==> src/rtl/mul_pkg.sv <==
// Shared types and default sizes for the shift-and-add HI/LO multiplier.
package mul_pkg;
    localparam int MUL_WIDTH  = 32;
    localparam int MUL_CNT_W  = 6;
    localparam int MUL_PROD_W = 2 * MUL_WIDTH;

    typedef enum logic [1:0] {
        IDLE = 2'd0,
        RUN  = 2'd1,
        DONE = 2'd2
    } state_t;
endpackage

==> src/rtl/mul_negate64.sv <==
// Conditional two's-complement negate applied to the final unsigned product.
module mul_negate64
    import mul_pkg::*;
#(
    parameter int W = MUL_PROD_W
) (
    input  logic         neg,
    input  logic [W-1:0] in,
    output logic [W-1:0] out
);

    // Pass through or negate modulo 2^W.
    always_comb begin
        if (neg) begin
            out = {W{1'b0}} - in;
        end else begin
            out = in;
        end
    end

endmodule

==> src/rtl/mul_hilo_unit.sv <==
// MULT/MULTU shift-and-add multiplier with architectural HI/LO registers.
// Optional build macro MUL_EARLY_EXIT_EN ends RUN once the multiplier runs out of set bits.
module mul_hilo_unit
    import mul_pkg::*;
#(
    parameter int WIDTH = MUL_WIDTH,
    parameter int CNT_W = MUL_CNT_W
) (
    input  logic             clk,
    input  logic             rst,
    input  logic             start,
    input  logic             is_signed,
    input  logic [WIDTH-1:0] op_a,
    input  logic [WIDTH-1:0] op_b,
    input  logic             hi_we,
    input  logic             lo_we,
    input  logic [WIDTH-1:0] wdata,
    output logic             busy,
    output logic             done,
    output logic [WIDTH-1:0] hi,
    output logic [WIDTH-1:0] lo
);

    state_t               state_r;
    logic                 done_r;
    logic                 sign_neg_r;
    logic [WIDTH-1:0]     hi_r;
    logic [WIDTH-1:0]     lo_r;
    logic [2*WIDTH-1:0]   acc_r;
    logic [WIDTH-1:0]     mcand_r;
    logic [WIDTH-1:0]     mplier_r;
    logic [CNT_W-1:0]     cnt_r;

    logic [WIDTH-1:0]     abs_a_s;
    logic [WIDTH-1:0]     abs_b_s;
    logic [WIDTH:0]       sum_s;
    logic [2*WIDTH-1:0]   acc_next_s;
    logic [WIDTH-1:0]     mplier_next_s;
    logic                 finish_s;
    logic [2*WIDTH-1:0]   aligned_s;
    logic [2*WIDTH-1:0]   prod_s;

    // Operand magnitudes; 0x80000000 stays 0x80000000, which is right as unsigned.
    always_comb begin
        if (is_signed && op_a[WIDTH-1]) begin
            abs_a_s = {WIDTH{1'b0}} - op_a;
        end else begin
            abs_a_s = op_a;
        end
        if (is_signed && op_b[WIDTH-1]) begin
            abs_b_s = {WIDTH{1'b0}} - op_b;
        end else begin
            abs_b_s = op_b;
        end
    end

    // One iteration: conditional add into the upper half, then shift {carry,acc} right.
    always_comb begin
        sum_s         = {1'b0, acc_r[2*WIDTH-1:WIDTH]}
                      + ({1'b0, mcand_r} & {(WIDTH+1){mplier_r[0]}});
        acc_next_s    = {sum_s, acc_r[WIDTH-1:1]};
        mplier_next_s = mplier_r >> 1;
`ifdef MUL_EARLY_EXIT_EN
        finish_s      = (cnt_r == CNT_W'(WIDTH-1)) || (mplier_next_s == {WIDTH{1'b0}});
        aligned_s     = acc_next_s >> (CNT_W'(WIDTH-1) - cnt_r);
`else
        finish_s      = (cnt_r == CNT_W'(WIDTH-1));
        aligned_s     = acc_next_s;
`endif
    end

    mul_negate64 #(
        .W(2*WIDTH)
    ) u_negate (
        .neg(sign_neg_r),
        .in (aligned_s),
        .out(prod_s)
    );

    // Control FSM, datapath registers and HI/LO; DONE accepts a new start like IDLE.
    always_ff @(posedge clk or posedge rst) begin
        if (rst) begin
            state_r    <= IDLE;
            done_r     <= 1'b0;
            sign_neg_r <= 1'b0;
            hi_r       <= {WIDTH{1'b0}};
            lo_r       <= {WIDTH{1'b0}};
            acc_r      <= {(2*WIDTH){1'b0}};
            mcand_r    <= {WIDTH{1'b0}};
            mplier_r   <= {WIDTH{1'b0}};
            cnt_r      <= {CNT_W{1'b0}};
        end else begin
            done_r <= 1'b0;
            case (state_r)
                IDLE, DONE: begin
                    if (hi_we) begin
                        hi_r <= wdata;
                    end
                    if (lo_we) begin
                        lo_r <= wdata;
                    end
                    if (start) begin
                        state_r    <= RUN;
                        sign_neg_r <= is_signed & (op_a[WIDTH-1] ^ op_b[WIDTH-1]);
                        mcand_r    <= abs_a_s;
                        mplier_r   <= abs_b_s;
                        acc_r      <= {(2*WIDTH){1'b0}};
                        cnt_r      <= {CNT_W{1'b0}};
                    end else begin
                        state_r <= IDLE;
                    end
                end
                RUN: begin
                    acc_r    <= acc_next_s;
                    mplier_r <= mplier_next_s;
                    cnt_r    <= cnt_r + CNT_W'(1);
                    if (finish_s) begin
                        state_r      <= DONE;
                        done_r       <= 1'b1;
                        {hi_r, lo_r} <= prod_s;
                    end
                end
                default: begin
                    state_r <= IDLE;
                end
            endcase
        end
    end

    assign busy = (state_r == RUN);
    assign done = done_r;
    assign hi   = hi_r;
    assign lo   = lo_r;

endmodule

==> config.mk <==
export PLATFORM = sky130hd
export DESIGN_NAME = mul_hilo_unit
export DESIGN_NICKNAME = d
export VERILOG_FILES = /design/src/rtl/mul_pkg.sv /design/src/rtl/mul_negate64.sv /design/src/rtl/mul_hilo_unit.sv
export SDC_FILE = /design/constraint.sdc
export NUM_CORES = 1
export LEC_CHECK = 0
export ABC_AREA = 0
export BUFFER_PORTS_ARGS = -buffer_cell sky130_fd_sc_hd__buf_2
export CAP_MARGIN = 20
export CORE_MARGIN = 2
export CORE_UTILIZATION = 55
export CTS_BUF_LIST = sky130_fd_sc_hd__clkbuf_2 sky130_fd_sc_hd__clkbuf_4 sky130_fd_sc_hd__clkbuf_8
export DETAILED_ROUTE_END_ITERATION = 8
export GPL_TIMING_DRIVEN = 0
export PLACE_DENSITY = 0.8
export SLEW_MARGIN = 30
export SYNTH_ARGS = -nofsm -noshare
export SYNTH_HDL_FRONTEND = slang
export SYNTH_SLANG_ARGS = --single-unit
==> constraint.sdc <==
create_clock -name clk -period 6.3 [get_ports clk]
set_input_delay 1.26 -clock clk [delete_from_list [all_inputs] [get_ports clk]]
set_output_delay 1.26 -clock clk [all_outputs]
set_load 0.01 [all_outputs]
==> metrics <==
Synth-to-Final Area Change=16.1%; most used routing layer in global routing=met2; Setup CP Type=flop to flop; CTS tree=built; RSZ-0062 raised after global routing=no; Top cell by count, worst path=clkbuf_1; first-pass GRT wire length=around 60 mm; mapped cell area=12800 um^2; Worst Path Buf+Inv=2; syn_nets=1616; Remaining Overflow, GRT=0; Crit Path Max Fanout=10; post-layout minimum cycle time=between 5 and 6 ns; ys flop type=dfrtp_1; Clk network pwr share=0.181; critical path's largest stage delay=0.63 ns; Sw Share=0.446; I/O Buffers=around 170; Clock Path Buffers=3; Sequential Power Share=0.312; status=complete, no violations; CP endpoint=hi[31]$_DFFE_PP0P_; hold_sp=mcand_r[26]$_DFFE_PP0P_; Final Skew=approximately 0.037 ns; met1 Usage GRT=0.426; Rows=55; Initial Utilization=0.563; share of cells above drive strength 1=0.152; synth warn=0; CP arrival=around 5.7 ns; Final Net Count=approximately 1800; Final Hold Viols=0; Final HPWL DP=30.3 mm; die area=24600 um^2; internal reg-to-reg setup slack=approximately 0.95 ns; Crit. End Element=flop; fin. max-slew vios=0; WL/cell=19.3 um; hold slack=0.472 ns; Core Region=22800 um^2; FF-to-FF Start=mplier_r[0]$_DFFE_PP0P_; met3 usage=0.0515; vias per cell=6.12; die boundary width=157 um; Critical Path Stages=15; HP Class=flop to flop; # setup viols final=0; Sink Count=201; slew margin rel.=0.358; Place WS=about 1.1 ns; CTS Root Cell=clkbuf_8; Pre-antenna DRT Iters=6; filler cell count=1907; Tcrit/Tclk final=0.850; GR Util met2=0.517; Reg area=slightly above 5000 um^2; switching pwr=2.99 mW; # DRC=0; Routed WL=38.9 mm; worst setup path startpoint=mplier_r[0]$_DFFE_PP0P_; Multi-input gate area=~7400 um^2; DRT iter0 DRCs=between 1000 and 1500; Final ANT Viol Nets=0; final worst setup slack=0.945 ns; Area contributors post-synth=dfrtp_1, o21ai_0, nand2_1; top cell type's share of synthesized area=0.392; Total Routing Usage GR=0.319; overall power=between 6 and 7 mW; Syn Area/Cell=8.69 um^2; Synth Register Bits=201; Worst path slowest cell=a211oi_1; H-tree levels=2; Setup Buffers After CTS=0; CTS resizes=0; ys async rst share=1.00; Synth Instances=1477; worst skew pair latency=around 0.55 ns; Die Height=157 um; via count=12400; max-cap violations=0; Comb pwr share=0.506; Internal Pwr Total=3.71 mW; Yosys top cell by area=dfrtp_1; CP required=between 6 and 7 ns; CP top delay family=compound AO/OA/AOI/OAI gates; CTS Hold Bufs=0; total CTS buffers=35; # diodes=0; VDD IR max=0.000177 V; PD cells=449 nW/um^2; clock-pin transition on the worst setup and hold timing paths=0.06 ns; Post-synth EDFFs=0; setup TNS=0 ns; antenna violations before repair=0; r2r endpoint=hi[31]$_DFFE_PP0P_; num ports=about 170; vias in the first global route=11800; Startpoint Class=flop; largest net degree at the start of global routing=34; f_max=approximately 190 MHz; Placer Congestion=0.957; FF-to-FF path depth=15; Seq/Total Area, Yosys=0.392; worst path cell trace=clkbuf_1, and2_1, ha_1, fa_1, nand3_2, a21o_1, a311oi_1, or3_1, a211oi_1, o21ai_1, or4_1, clkbuf_1, o41ai_1, xor2_1, a221oi_1; Worst Tran Pin Value=0.954 ns; leakage=6.66 nW; Synth cell types=68
-- worst min path at each step --
stage | endpoint | cells after the start
2_1_floorplan | mcand_r[0]$_DFFE_PP0P_ | 2
3_3_place_gp | mcand_r[15]$_DFFE_PP0P_ | 2
3_5_place_dp | hi[14]$_DFFE_PP0P_ | 2
4_1_cts | hi[14]$_DFFE_PP0P_ | 2
5_1_grt | hi[13]$_DFFE_PP0P_ | 2
6_report | mcand_r[26]$_DFFE_PP0P_ | 2
-- power groups by stage --
stage / Clock (mW) / Sequential [mW] / Combinational [mW]
3_5_place_dp: 0 / 2.10 / 3.30
3_3_place_gp: 0 / 2.08 / 3.21
6_report: 1.21 / 2.09 / 3.39
4_1_cts: 1.21 / 2.08 / 3.32
5_1_grt: 1.26 / 2.14 / 3.71
2_1_floorplan: 0 / 2.07 / 2.28
-- state kept, by name, indices dropped and copies added (netlist names) --
register / flops
done: 1
mcand_r: 32
cnt_r: 6
state_r: 2
mplier_r: 32
hi: 32
acc_r: 63
sign_neg_r: 1
lo: 32
-- logic make-up after synthesis --
group	after synthesis	share of synthesized area
buf+inv	116	0.0345
mux	10	0.00799
compound gates	507	0.264
fa+ha+maj	37	0.0367
xor+xnor	125	0.0853
simple gates	481	0.180
flops	201	0.392
-- through the flow --
| step | std cells | area, um^2 | utilization |
|---|---|---|---|
| 3_5_place_dp | 1964 | 14200 | 0.624 |
| 4_1_cts | 2019 | 14900 | 0.654 |
| 2_1_floorplan | 1477 | 12800 | - |
| 6_report | 2019 | 14900 | 0.654 |
| 5_1_grt | 2019 | 14900 | 0.654 |
| 3_3_place_gp | 1957 | 14100 | 0.618 |
-- synth_stat cells (4+ instances only) --
cell,instances
nand3_1,20
inv_1,24
clkbuf_1,79
a22oi_1,29
o21bai_1,4
mux2i_1,8
nor4_1,10
and2_1,42
a21oi_1,67
ha_1,36
o31ai_1,65
a21o_1,21
a311oi_1,4
xor2_1,59
xnor2_1,66
o41ai_1,16
or3_1,16
o211ai_1,5
a22o_1,54
and3_1,8
o21a_1,11
a211oi_1,16
nand4_1,10
nand2b_1,8
o22ai_1,5
nor2_1,117
dfrtp_1,201
nand2_1,177
buf_1,12
or4_1,11
or2_2,9
a31oi_1,11
o21ai_0,168
a211o_1,4
nor3_1,28
-- tightest hold or removal path, cell delays in order, from the launching register on --
cell	delay, ns
dfrtp_1	0.33
nand2_1	0.04
o21ai_0	0.06
-- area by class of cell --
class | count | area share
Multi-Input combinational cell | 1160 | 0.494
Sequential cell | 201 | 0.338
Timing Repair Buffer | 174 | 0.0665
Clock buffer | 49 | 0.0411
Tap cell | 313 | 0.0263
Buffer | 92 | 0.0237
Inverter | 24 | 0.00630
Clock inverter | 6 | 0.00453
-- layout by cell type, fill, tap and decap left out, drive strengths merged, types with 10 or more instances in the layout --
cell type	instances
a211oi	16
a21o	21
a21oi	69
a22o	54
a22oi	29
a31oi	11
and2	44
buf	187
clkbuf	128
dfrtp	201
ha	36
inv	24
nand2	177
nand3	21
nand4	10
nor2	117
nor3	28
nor4	10
o21a	11
o21ai	169
o31ai	65
o41ai	19
or2	10
or3	16
or4	14
xnor2	66
xor2	59
-- metal layers --
layer / up-vias / routed length [um]
li1: 5823 / -
met1: 5844 / 16500
met2: 581 / 17800
met3: 109 / 3120
met4: 0 / 1520
met5: - / 0
No activity file was read; power rests on OpenSTA's default activity.
